$ cat config.mk
export PLATFORM = sky130hd
export DESIGN_NAME = spectrum_seq_ctrl
export DESIGN_NICKNAME = d
export VERILOG_FILES = /design/src/rtl/spectrum_seq_ctrl.sv
export SDC_FILE = /design/constraint.sdc
export NUM_CORES = 1
export LEC_CHECK = 0
export ABC_CLOCK_PERIOD_IN_PS = 5770
export CAP_MARGIN = 20
export CORE_MARGIN = 3
export CORE_UTILIZATION = 51
export DETAILED_ROUTE_END_ITERATION = 7
export PLACE_DENSITY = 0.92
export SETUP_SLACK_MARGIN = 0.15
export SYNTH_ARGS = -nofsm -noshare
export SYNTH_HDL_FRONTEND = slang
export SYNTH_SLANG_ARGS = --single-unit
$ cat constraint.sdc
create_clock -name clk -period 5.77 [get_ports clk]
set_input_delay 1.731 -clock clk [delete_from_list [all_inputs] [get_ports clk]]
set_output_delay 1.731 -clock clk [all_outputs]
set_load 0.01 [all_outputs]
$ cat src/rtl/spectrum_seq_ctrl.sv
// Frame scheduler for the spectrum chain: capture/FFT, two-tone analysis, analyzer release,
// optional auto-repeat. Also arbitrates the magnitude-RAM read port between analyzer and display.
module spectrum_seq_ctrl #(
  parameter int ADDR_W   = 8,
  parameter int DATA_W   = 16,
  parameter int TIMEOUT  = 1_000_000,
  parameter int KEY_W    = 2,
  parameter int HOLD_CYC = 1024
) (
  input  logic              clk,
  input  logic              rst,
  input  logic              start,
  input  logic              stop,
  input  logic              auto_mode,
  output logic              fft_start,
  input  logic              cap_done,
  output logic              ana_en,
  output logic              ana_key,
  input  logic              ana_valid,
  input  logic [7:0]        ana_freqA,
  input  logic [7:0]        ana_freqB,
  input  logic              ana_sinA,
  input  logic              ana_sinB,
  input  logic [ADDR_W-1:0] ana_addr,
  input  logic [ADDR_W-1:0] disp_addr,
  output logic [ADDR_W-1:0] ram_addr,
  input  logic [DATA_W-1:0] ram_data,
  output logic [DATA_W-1:0] disp_data,
  output logic              disp_gnt,
  output logic [7:0]        res_freqA,
  output logic [7:0]        res_freqB,
  output logic              res_sinA,
  output logic              res_sinB,
  output logic              result_valid,
  output logic              busy,
  output logic              err_timeout,
  output logic [15:0]       frame_cnt
);

  localparam int TMO_W   = $clog2(TIMEOUT + 1);
  localparam int SEQ_MAX = (HOLD_CYC > KEY_W) ? HOLD_CYC : KEY_W;
  localparam int SEQ_W   = $clog2(SEQ_MAX + 1);
  localparam logic [TMO_W-1:0] TMO_LAST  = TMO_W'(TIMEOUT - 1);
  localparam logic [SEQ_W-1:0] KEY_LAST  = SEQ_W'(KEY_W - 1);
  localparam logic [SEQ_W-1:0] HOLD_LAST = SEQ_W'(HOLD_CYC - 1);

  typedef enum logic [2:0] {IDLE, CAPTURE, ANALYZE, RELEASE, HOLD} state_t;

  state_t            state, state_nxt;
  logic [TMO_W-1:0]  tmo_cnt;
  logic [SEQ_W-1:0]  seq_cnt;
  logic              vld_d;
  logic              done_ok;
  logic              ok_nxt, fft_nxt, latch, set_err, clr_err, key_low;
  logic              tmo_hit, vld_rise, key_done;

  assign ram_addr  = (state == ANALYZE) ? ana_addr : disp_addr;
  assign disp_gnt  = (state != ANALYZE);
  assign disp_data = ram_data;

  always_comb begin
    state_nxt = state;
    fft_nxt   = 1'b0;
    latch     = 1'b0;
    set_err   = 1'b0;
    clr_err   = 1'b0;
    ok_nxt    = done_ok;
    tmo_hit   = (tmo_cnt == TMO_LAST);
    vld_rise  = ana_valid & ~vld_d;
    key_done  = (seq_cnt >= KEY_LAST);
    case (state)
      IDLE: if (start) begin
        fft_nxt   = 1'b1;
        clr_err   = 1'b1;
        ok_nxt    = 1'b0;
        state_nxt = CAPTURE;
      end
      CAPTURE: begin
        if (stop) begin
          ok_nxt    = 1'b0;
          state_nxt = RELEASE;
        end else if (cap_done) begin
          state_nxt = ANALYZE;
        end else if (tmo_hit) begin
          set_err   = 1'b1;
          ok_nxt    = 1'b0;
          state_nxt = RELEASE;
        end
      end
      // stop beats a result, and a result beats a timeout
      ANALYZE: begin
        if (stop) begin
          ok_nxt    = 1'b0;
          state_nxt = RELEASE;
        end else if (vld_rise) begin
          latch     = 1'b1;
          ok_nxt    = 1'b1;
          state_nxt = RELEASE;
        end else if (tmo_hit) begin
          set_err   = 1'b1;
          ok_nxt    = 1'b0;
          state_nxt = RELEASE;
        end
      end
      RELEASE: if (key_done && !ana_valid) begin
        state_nxt = (done_ok && auto_mode) ? HOLD : IDLE;
      end
      HOLD: begin
        if (stop) begin
          state_nxt = IDLE;
        end else if (seq_cnt == HOLD_LAST) begin
          if (auto_mode) begin
            fft_nxt   = 1'b1;
            ok_nxt    = 1'b0;
            state_nxt = CAPTURE;
          end else begin
            state_nxt = IDLE;
          end
        end
      end
      default: state_nxt = IDLE;
    endcase
    // key is low from the RELEASE entry edge until KEY_W cycles have elapsed
    key_low = (state_nxt == RELEASE) && !((state == RELEASE) && key_done);
  end

  always_ff @(posedge clk) begin
    if (rst) begin
      state        <= IDLE;
      tmo_cnt      <= '0;
      seq_cnt      <= '0;
      vld_d        <= 1'b0;
      done_ok      <= 1'b0;
      fft_start    <= 1'b0;
      ana_en       <= 1'b0;
      ana_key      <= 1'b1;
      result_valid <= 1'b0;
      busy         <= 1'b0;
      err_timeout  <= 1'b0;
      frame_cnt    <= '0;
      res_freqA    <= '0;
      res_freqB    <= '0;
      res_sinA     <= 1'b0;
      res_sinB     <= 1'b0;
    end else begin
      state        <= state_nxt;
      vld_d        <= ana_valid;
      done_ok      <= ok_nxt;
      fft_start    <= fft_nxt;
      ana_en       <= (state_nxt == ANALYZE);
      ana_key      <= ~key_low;
      result_valid <= latch;
      busy         <= (state_nxt != IDLE);
      if (state_nxt != state) begin
        tmo_cnt <= '0;
        seq_cnt <= '0;
      end else begin
        if (((state == CAPTURE) || (state == ANALYZE)) && (tmo_cnt != '1))
          tmo_cnt <= tmo_cnt + TMO_W'(1);
        if (((state == RELEASE) || (state == HOLD)) && (seq_cnt != '1))
          seq_cnt <= seq_cnt + SEQ_W'(1);
      end
      if (set_err)
        err_timeout <= 1'b1;
      else if (clr_err)
        err_timeout <= 1'b0;
      if (latch) begin
        res_freqA <= ana_freqA;
        res_freqB <= ana_freqB;
        res_sinA  <= ana_sinA;
        res_sinB  <= ana_sinB;
        frame_cnt <= frame_cnt + 16'd1;
      end
    end
  end

endmodule

==> results of run 1 <==
==> per-layer routing <==
layer	GRT usage	vias up	routed length [um]
met4	0.1035	0	244
met1	0.2956	1674	4186
met5	0	-	0
li1	-	1719	-
met3	0.04247	21	393
met2	0.3666	95	5037
==> logic make-up after synthesis <==
| kind of cell | synth area share |
|---|---|
| AND/OR/NAND/NOR | 0.3186 |
| flip-flops | 0.3843 |
| AO/OA/AOI/OAI | 0.1075 |
| buffers and inverters | 0.06416 |
| XOR/XNOR | 0.08186 |
| multiplexers | 0.03097 |
| adder cells (fa/ha/maj) | 0.01264 |
==> where the power goes <==
part	switching, mW	internal [mW]	total (mW)	leakage (nW)
clock network	0.220	0.163	0.382	0.0921
logic	0.222	0.178	0.400	0.934
registers	0.0353	0.554	0.589	0.614
==> cell usage in the layout, fill, tap and decap left out, types with 7 or more instances in the layout <==
master	Yosys	final
clkdlybuf4s50_1	0	89
dfxtp_1	76	76
nand2_1	53	53
nor3_2	29	29
nor2_1	27	27
xor2_1	27	27
a21oi_1	26	26
nand4_1	24	24
nand3_1	11	11
mux2_2	10	10
xnor2_1	10	10
o21ai_0	9	9
nor3_1	9	9
clkbuf_8	0	9
and4_1	8	8
inv_1	7	7
==> how the worst max path moves through the flow <==
| stage | start | end | cells past startpoint | slack (ns) |
|---|---|---|---|---|
| 6_report | disp_addr[6] | ram_addr[6] | 3 | 1.05 |
| 5_1_grt | disp_addr[6] | ram_addr[6] | 3 | 1.06 |
| 4_1_cts | disp_addr[6] | ram_addr[6] | 3 | 1.07 |
| 3_5_place_dp | disp_addr[6] | ram_addr[6] | 3 | 1.08 |
| 3_3_place_gp | ana_addr[0] | ram_addr[0] | 3 | 1.12 |
| 2_1_floorplan | ana_addr[0] | ram_addr[0] | 1 | 2.03 |
==> through the flow <==
stage	area, um^2	hold WS, ns	utilization	cells
2_1_floorplan	3959	0.4599	-	444
3_3_place_gp	4783	0.4414	0.6457	600
3_5_place_dp	4783	0.4470	0.6457	600
4_1_cts	4966	0.4600	0.6703	616
5_1_grt	4966	0.4734	0.6703	616
6_report	4966	0.4571	0.6703	616
==> final cells by class <==
class                           instances  area, um^2
Fill cell                             533        2442
Multi-Input combinational cell        324        2183
Sequential cell                        76        1521
Timing Repair Buffer                   94       928.4
Clock buffer                            9       123.9
Tap cell                               99       123.9
Clock inverter                          7       58.81
Inverter                                7       26.28
==> critical path, delay by kind of cell <==
family                 cells  cell delay [ns]
buffers and inverters      2             1.06
multiplexers               1             0.20
==> state kept, by name, indices dropped and copies added, names as in the netlist, 3 cells and up <==
signal	count
res_freqB	8
state	3
res_freqA	8
frame_cnt	16
seq_cnt	11
tmo_cnt	20
==> flow_summary_export.csv, run 1 <==
group,metric,value,unit
run_status,status,"finished clean",
setup_path,critPathMaxFanout,1,
floorplan,die_width,94.11,um
routing,drt-total-wl,9862,um
logic_synthesis,synth.most_common_cell,"dfxtp_1",
clock_network,cts_sinks,76,
sta,finalWorstSetupSlack,1.047,ns
routing,drtPass1Iterations,4,
routing,drc,0,
final_layout,antenna_cells,0,
sta,slew_headroom,0.3554,
placed_design,dp.final_hpwl,7188,um
sta,hold_violations,0,
floorplan,core_area,7408,um^2
pwr,power.leakage,1.640,nW
global_route,grt_max_degree,48,
routing,ant_nets,0,
clock_network,htree_levels,3,
clock_network,cts_tree,"yes",
setup_path,cp_common_cell,"clkdlybuf4s50_1",
logic_synthesis,async_flop_share,0,
setup_path,critPathArrivalTime,2.99,ns
logic_synthesis,synth-seq-area-share,0.3843,
logic_synthesis,syn_avg_cell_area,8.916,um^2
min_path,min_path_type,"reg -> reg",
setup_path,r2r_start,"seq_cnt[1]",
logic_synthesis,synth_nets,505,
logic_synthesis,synth_ff_type,"dfxtp_1",
floorplan,die_h,94.11,um
logic_synthesis,synth_cell_type_count,56,
setup_path,criticalPathCategory,"in -> out",
clock_network,cts_buffers,9,
setup_path,max_stage_delay,0.58,ns
global_route,grt_pass1_wl,16060,um
logic_synthesis,synthTopCellsByCount,"dfxtp_1 (76), nand2_1 (53), nor3_2 (29), nor2_1 (27), xor2_1 (27)",
routing,drtIter0Drc,234,
sta,period_minus_slack,4.723,ns
sta,rsz0062_at_grt,"no",
setup_path,slowest_stage,"clkdlybuf4s50_1",
min_path,min_from,"res_freqB[6]",
pwr,ir_drop,0.1463,mV
run,cap_viol_max_count,0,
setup_path,r2r.worst_path.cells,8,
floorplan,dieArea,8856,um^2
clock_network,clock_latency,0.37,ns
routing,wl_per_cell,16.01,um
clock_network,root_buffer,"clkbuf_8",
routing,routed_via_density,5.696,
clock_network,post_cts_resized,0,
global_route,antenna_found_initial,0,
placed_design,post-place-ws,1.076,ns
logic_synthesis,syn_area,3959,um^2
final_layout,nets,573,
setup_path,r2r_setup_slack,2.91,ns
placed_design,gp_congestion,0.8905,
final_layout,areaGrowthSynthToFinish,25.44,%
setup_path,endpoint_kind,"output port",
sta,setup_viol,0,
min_path,hold_end,"res_freqB[6]",
sta,timing.final.crit_share,0.8186,
setup_path,worstReg2RegEnd,"tmo_cnt[8]",
logic_synthesis,ys_warn_count,0,
logic_synthesis,synth-seq-cells,76,
floorplan,row_count,31,
setup_path,path_cells,"clkdlybuf4s50_1 > mux2_2 > clkdlybuf4s50_1",
logic_synthesis,synth_top_area_share,0.3843,
sta,maxSlewViolCount,0,
pwr,p_per_area,276.1,nW/um^2
logic_synthesis,syn_inst,444,
setup_path,cp.required,4.04,ns
global_route,grt_pass1_vias,3290,
sta,tightest_slew,0.9596,ns
clock_network,postCtsSetupRepairBufs,0,
logic_synthesis,synth_top_area_cell,"dfxtp_1",
clock_network,path_clk_slew,0.09,ns
clock_network,cts_hold_buf,0,
sta,fmaxAchievable,211.7,MHz
global_route,overflow,0,
global_route,grt_use_total,0.2280,
min_path,min_path_cells,2,
pwr,finalPower,1.371,mW
logic_synthesis,yosys-top-cells-area,"dfxtp_1 (38%), nor3_2 (7.3%), xor2_1 (6.0%), nand2_1 (5.0%), nand4_1 (3.8%)",
sta,fin_tns_setup,0,ns
setup_path,startpoint_type,"input port",
routing,vias,3509,
floorplan,io_pins,122,
final_layout,drive_gt1_frac,0.1315,
sta,fin_skew,0.009734,ns
clock_network,clockBufferDepth,2,
floorplan,initial_core_util,0.5344,
logic_synthesis,synth_edf_count,0,
placed_design,port_buffers,89,
No activity file was read; power rests on OpenSTA's default activity.
==> run 2: changes to the inputs <==
--- a/config.mk
+++ b/config.mk
@@ -5,12 +5,12 @@
 export SDC_FILE = /design/constraint.sdc
 export NUM_CORES = 1
 export LEC_CHECK = 0
-export ABC_CLOCK_PERIOD_IN_PS = 5770
+export ABC_CLOCK_PERIOD_IN_PS = 4800
 export CAP_MARGIN = 20
 export CORE_MARGIN = 3
-export CORE_UTILIZATION = 51
+export CORE_UTILIZATION = 47
 export DETAILED_ROUTE_END_ITERATION = 7
-export PLACE_DENSITY = 0.92
+export PLACE_DENSITY = 0.86
 export SETUP_SLACK_MARGIN = 0.15
 export SYNTH_ARGS = -nofsm -noshare
 export SYNTH_HDL_FRONTEND = slang
==> constraint.sdc (replaced) <==
create_clock -name clk -period 4.8 [get_ports clk]
set_input_delay 1.44 -clock clk [delete_from_list [all_inputs] [get_ports clk]]
set_output_delay 1.44 -clock clk [all_outputs]
set_load 0.01 [all_outputs]
==> run 2 against run 1 <==
Against the previous run:
- die area up 8.0%
- register-to-register slack got worse by 0.94 ns
- global-route usage decreased by 1.9 points
- routed wire length rose by 2.7%
- combinational power grew 18%
- clock-buffer cell count unchanged
- sequential power rose by 20%
- sequential share of layout area decreased by 0.31 points
- clock power rose by 49%
- final cell count grew 0.49%
- clock skew is 0.00053 ns higher
- non-clock buffer count is the same
==> flow_summary_export.csv, run 2 (synthesis results as in run 1) <==
group,metric,value,unit
clock_network,clockBufferDepth,2,
global_route,grt_pass1_wl,16730,um
global_route,gr-usage-met1,0.2625,
setup_path,critPathArrivalTime,2.75,ns
min_path,min_path_type,"reg -> reg",
clock_network,post_cts_resized,0,
floorplan,io_pins,122,
global_route,grt_use_total,0.2094,
final_layout,nFillCells,634,
clock_network,htree_levels,3,
setup_path,endpoint_kind,"output port",
floorplan,row_count,32,
clock_network,cts_tree,"yes",
setup_path,criticalPathCategory,"reg -> out",
floorplan,initial_core_util,0.4969,
placed_design,gp_congestion,0.9151,
placed_design,port_buffers,89,
setup_path,r2r_setup_slack,1.97,ns
final_layout,nets,573,
setup_path,cp.required,3.36,ns
routing,vias,3523,
setup_path,startpoint_type,"flop",
sta,tightest_slew,1.048,ns
global_route,overflow,0,
floorplan,die_width,97.78,um
final_layout,multi_input_area,2183,um^2
global_route,antenna_found_initial,0,
run,cap_viol_max_count,0,
pwr,power.leakage,1.665,nW
routing,drt-total-wl,10130,um
floorplan,dieArea,9560,um^2
pwr,ir_drop,0.2308,mV
global_route,grt_pass1_vias,3425,
final_layout,top_register,"tmo_cnt",
pwr,finalPower,1.749,mW
routing,routed_via_density,5.691,
sta,rsz0062_at_grt,"no",
sta,whs,0.4553,ns
routing,wl_per_cell,16.37,um
final_layout,antenna_cells,0,
sta,setup_viol,0,
sta,period_minus_slack,4.193,ns
placed_design,dp.final_hpwl,7116,um
final_layout,reg_top3,"tmo_cnt: 20 flops, frame_cnt: 16 flops, seq_cnt: 11 flops",
routing,drtIter0Drc,227,
final_layout,drive_gt1_frac,0.1315,
final_layout,final_common_cell,"clkdlybuf4s50_1",
sta,hold_violations,0,
clock_network,cts_hold_buf,0,
clock_network,cts_buffers,9,
final_layout,largest_reg_flops,20,
clock_network,cts_sinks,76,
clock_network,clock_latency,0.37,ns
global_route,use_met3,0.03500,
clock_network,path_clk_slew,0.09,ns
sta,slew_headroom,0.2957,
sta,timing.final.crit_share,0.8735,
clock_network,root_buffer,"clkbuf_8",
floorplan,die_h,97.78,um
sta,fin_tns_setup,0,ns
global_route,grt_max_degree,47,
final_layout,final_cell_mix,"clkdlybuf4s50_1 (89), dfxtp_1 (76), nand2_1 (53)",
sta,fin_skew,0.01026,ns
global_route,busiest_layer,"met2",
sta,fmaxAchievable,238.5,MHz
run_status,status,"finished clean",
clock_network,postCtsSetupRepairBufs,0,
pwr,p_per_area,348.6,nW/um^2
final_layout,ff_latch_area,1521,um^2
routing,ant_nets,0,
final_layout,areaGrowthSynthToFinish,26.74,%
global_route,met2_usage,0.3537,
routing,drc,0,
setup_path,critPathMaxFanout,13,
floorplan,core_area,7968,um^2
routing,drtPass1Iterations,4,
sta,maxSlewViolCount,0,
## run 2: critical path, stage by stage (launching register included)
cell and delay, ns:
dfxtp_1 0.60, nand2b_1 0.20, nor2_1 0.67, mux2_2 0.42, clkdlybuf4s50_1 0.49
## run 2: path summary, 6_finish.rpt
| check | from | cells past startpoint | to |
|---|---|---|---|
| setup / recovery | state[1] | 4 | ram_addr[1] |
| hold / removal | res_freqA[1] | 2 | res_freqA[1] |
| setup reg to reg | seq_cnt[1] | 8 | seq_cnt[1] |
| hold reg to reg | res_freqA[1] | 2 | res_freqA[1] |
## run 2: area by class of cell
type                    instances  area share
multi-input cells             324      0.4352
flip-flops and latches         76      0.3032
repair buffers                 94      0.1850
well taps                     102     0.02544
clock buffers                   9     0.02469
clock inverters                 7     0.02120
inverters                       7    0.005237
## run 2: through the flow
stage | setup WS [ns] | util | instance area, um^2 | instances
2_1_floorplan | 1.645 | - | 3959 | 444
3_3_place_gp | 0.7368 | 0.6008 | 4787 | 603
3_5_place_dp | 0.7290 | 0.6008 | 4787 | 603
4_1_cts | 0.6256 | 0.6297 | 5017 | 619
5_1_grt | 0.4462 | 0.6297 | 5017 | 619
6_report | 0.6072 | 0.6297 | 5017 | 619
## run 2: routing by layer
metal,vias to the layer above,share of wire
li1,1714,-
met2,93,0.51
met5,-,0
met1,1693,0.43
met3,23,0.045
met4,0,0.020
## run 2: where the power goes
| part | switching, mW | internal (mW) | total, mW |
|---|---|---|---|
| combinational | 0.257 | 0.214 | 0.471 |
| sequential | 0.0413 | 0.666 | 0.707 |
| clock | 0.269 | 0.302 | 0.571 |
| total | 0.567 | 1.18 | 1.75 |
==> run 3: changes to the inputs <==
--- a/config.mk
+++ b/config.mk
@@ -9,8 +9,9 @@
 export CAP_MARGIN = 20
 export CORE_MARGIN = 3
 export CORE_UTILIZATION = 47
+export CTS_CLUSTER_SIZE = 16
 export DETAILED_ROUTE_END_ITERATION = 7
-export PLACE_DENSITY = 0.86
+export PLACE_DENSITY = 0.8
 export SETUP_SLACK_MARGIN = 0.15
 export SYNTH_ARGS = -nofsm -noshare
 export SYNTH_HDL_FRONTEND = slang
==> run 3 against run 2 <==
Against the previous run:
- critical path depth did not move
- combinational power barely moved
- total power fell by 5.8%
- clock skew down 0.0011 ns
- register-to-register slack gained 0.21 ns
- die area is the same
- first-iteration DRC count shrank 33%
- critical endpoint is now ram_addr[7]
==> flow_summary_export.csv, run 3 (synthesis results as in run 1) <==
group,metric,value,unit
run_status,status,"finished clean",
final_layout,largest_reg_flops,20,
sta,slew_headroom,0.3022,
pwr,p_per_area,331.1,nW/um^2
sta,tightest_slew,1.039,ns
placed_design,port_buffers,89,
routing,routed_via_density,5.599,
routing,vias,3466,
final_layout,antenna_cells,0,
routing,drtIter0Drc,153,
floorplan,io_pins,122,
clock_network,clockBufferDepth,2,
sta,timing.final.crit_share,0.8847,
final_layout,nets,573,
floorplan,initial_core_util,0.4969,
global_route,overflow,0,
sta,fin_skew,0.009142,ns
clock_network,cts_buffers,9,
routing,drtPass1Iterations,5,
final_layout,areaGrowthSynthToFinish,25.70,%
sta,setup_viol,0,
final_layout,design_area,4976,um^2
floorplan,die_h,97.78,um
placed_design,gp_congestion,0.8683,
setup_path,criticalPathCategory,"reg -> out",
setup_path,critPathMaxFanout,13,
floorplan,dieArea,9560,um^2
global_route,grt_max_degree,47,
final_layout,final_common_cell,"clkdlybuf4s50_1",
clock_network,cts_tree,"yes",
final_layout,final_cell_mix,"clkdlybuf4s50_1 (89), dfxtp_1 (76), nand2_1 (53)",
global_route,grt_use_total,0.1966,
clock_network,path_clk_slew,0.09,ns
sta,maxSlewViolCount,0,
final_layout,top_register,"tmo_cnt",
run,cap_viol_max_count,0,
pwr,finalPower,1.648,mW
clock_network,root_buffer,"clkbuf_8",
clock_network,htree_levels,3,
setup_path,cp.required,3.36,ns
final_layout,fin_cells,619,
global_route,grt_pass1_vias,3220,
placed_design,dp.final_hpwl,6949,um
clock_network,post_cts_resized,0,
sta,fin_tns_setup,0,ns
floorplan,row_count,32,
final_layout,final_util,0.6245,
global_route,grt_pass1_wl,15540,um
sta,rsz0062_at_grt,"no",
floorplan,core_area,7968,um^2
setup_path,startpoint_type,"flop",
placed_design,dp_cells,603,
floorplan,die_width,97.78,um
clock_network,cts_hold_buf,0,
pwr,ir_drop,0.1490,mV
sta,period_minus_slack,4.246,ns
global_route,antenna_found_initial,0,
clock_network,clock_latency,0.36,ns
clock_network,postCtsSetupRepairBufs,0,
setup_path,r2r_setup_slack,2.18,ns
routing,ant_nets,0,
routing,drc,0,
sta,fmaxAchievable,235.5,MHz
pwr,power.leakage,1.643,nW
final_layout,reg_top3,"tmo_cnt: 20 flops, frame_cnt: 16 flops, seq_cnt: 11 flops",
routing,drt-total-wl,9485,um
sta,hold_violations,0,
final_layout,drive_gt1_frac,0.1315,
setup_path,critPathArrivalTime,2.81,ns
min_path,min_path_type,"reg -> reg",
setup_path,endpoint_kind,"output port",
routing,wl_per_cell,15.32,um
placed_design,placed_area,4787,um^2
clock_network,cts_sinks,76,
-- run 3: changes by cell type in the layout (fill, tap and decap cells not counted) --
cell,change
bufinv_16,-2
clkinv_4,-1
clkinvlp_4,+1
inv_6,+1
inv_8,+1
-- run 3: through the flow --
step	setup slack, ns	hold WS, ns
after CTS	0.5839	0.4617
after detailed placement	0.7180	0.4492
after global placement	0.7324	0.4414
final	0.5537	0.4586
after global routing	0.4346	0.4865
after floorplan	1.645	0.4599
-- run 3: report_power, final --
part           total (mW)  internal, mW  switching (mW)
logic               0.469         0.214           0.255
registers           0.706         0.666          0.0403
clock network       0.473         0.201           0.272
total                1.65          1.08           0.567
-- run 3: cell type report --
cell class,count,area [um^2]
repair buffers,94,928.4
clock inverters,7,65.06
fillers,663,2992
well taps,102,127.6
inverters,7,26.28
clock buffers,9,123.9
flip-flops and latches,76,1521
multi-input cells,324,2183
-- run 3: worst paths after layout --
check                           depth (start not counted)           end         start
worst min register to register                          2  res_freqA[4]  res_freqA[4]
worst max-delay path                                    4   ram_addr[7]      state[1]
worst min-delay path                                    2  res_freqA[4]  res_freqA[4]
worst max register to register                          8    seq_cnt[1]    seq_cnt[1]
-- run 3: worst max-delay path, cell delays in order, from the launching register on --
cell	delay (ns)
dfxtp_1	0.60
nand2b_1	0.18
nor2_1	0.72
mux2_2	0.45
clkdlybuf4s50_1	0.49
-- run 3: per-layer routing --
layer | track usage | vias up | share of wire
met1 | 0.2557 | 1608 | 0.43
met4 | 0.09052 | 0 | 0.024
met5 | 0 | - | 0
met3 | 0.04000 | 20 | 0.053
met2 | 0.3147 | 114 | 0.49
li1 | - | 1724 | -
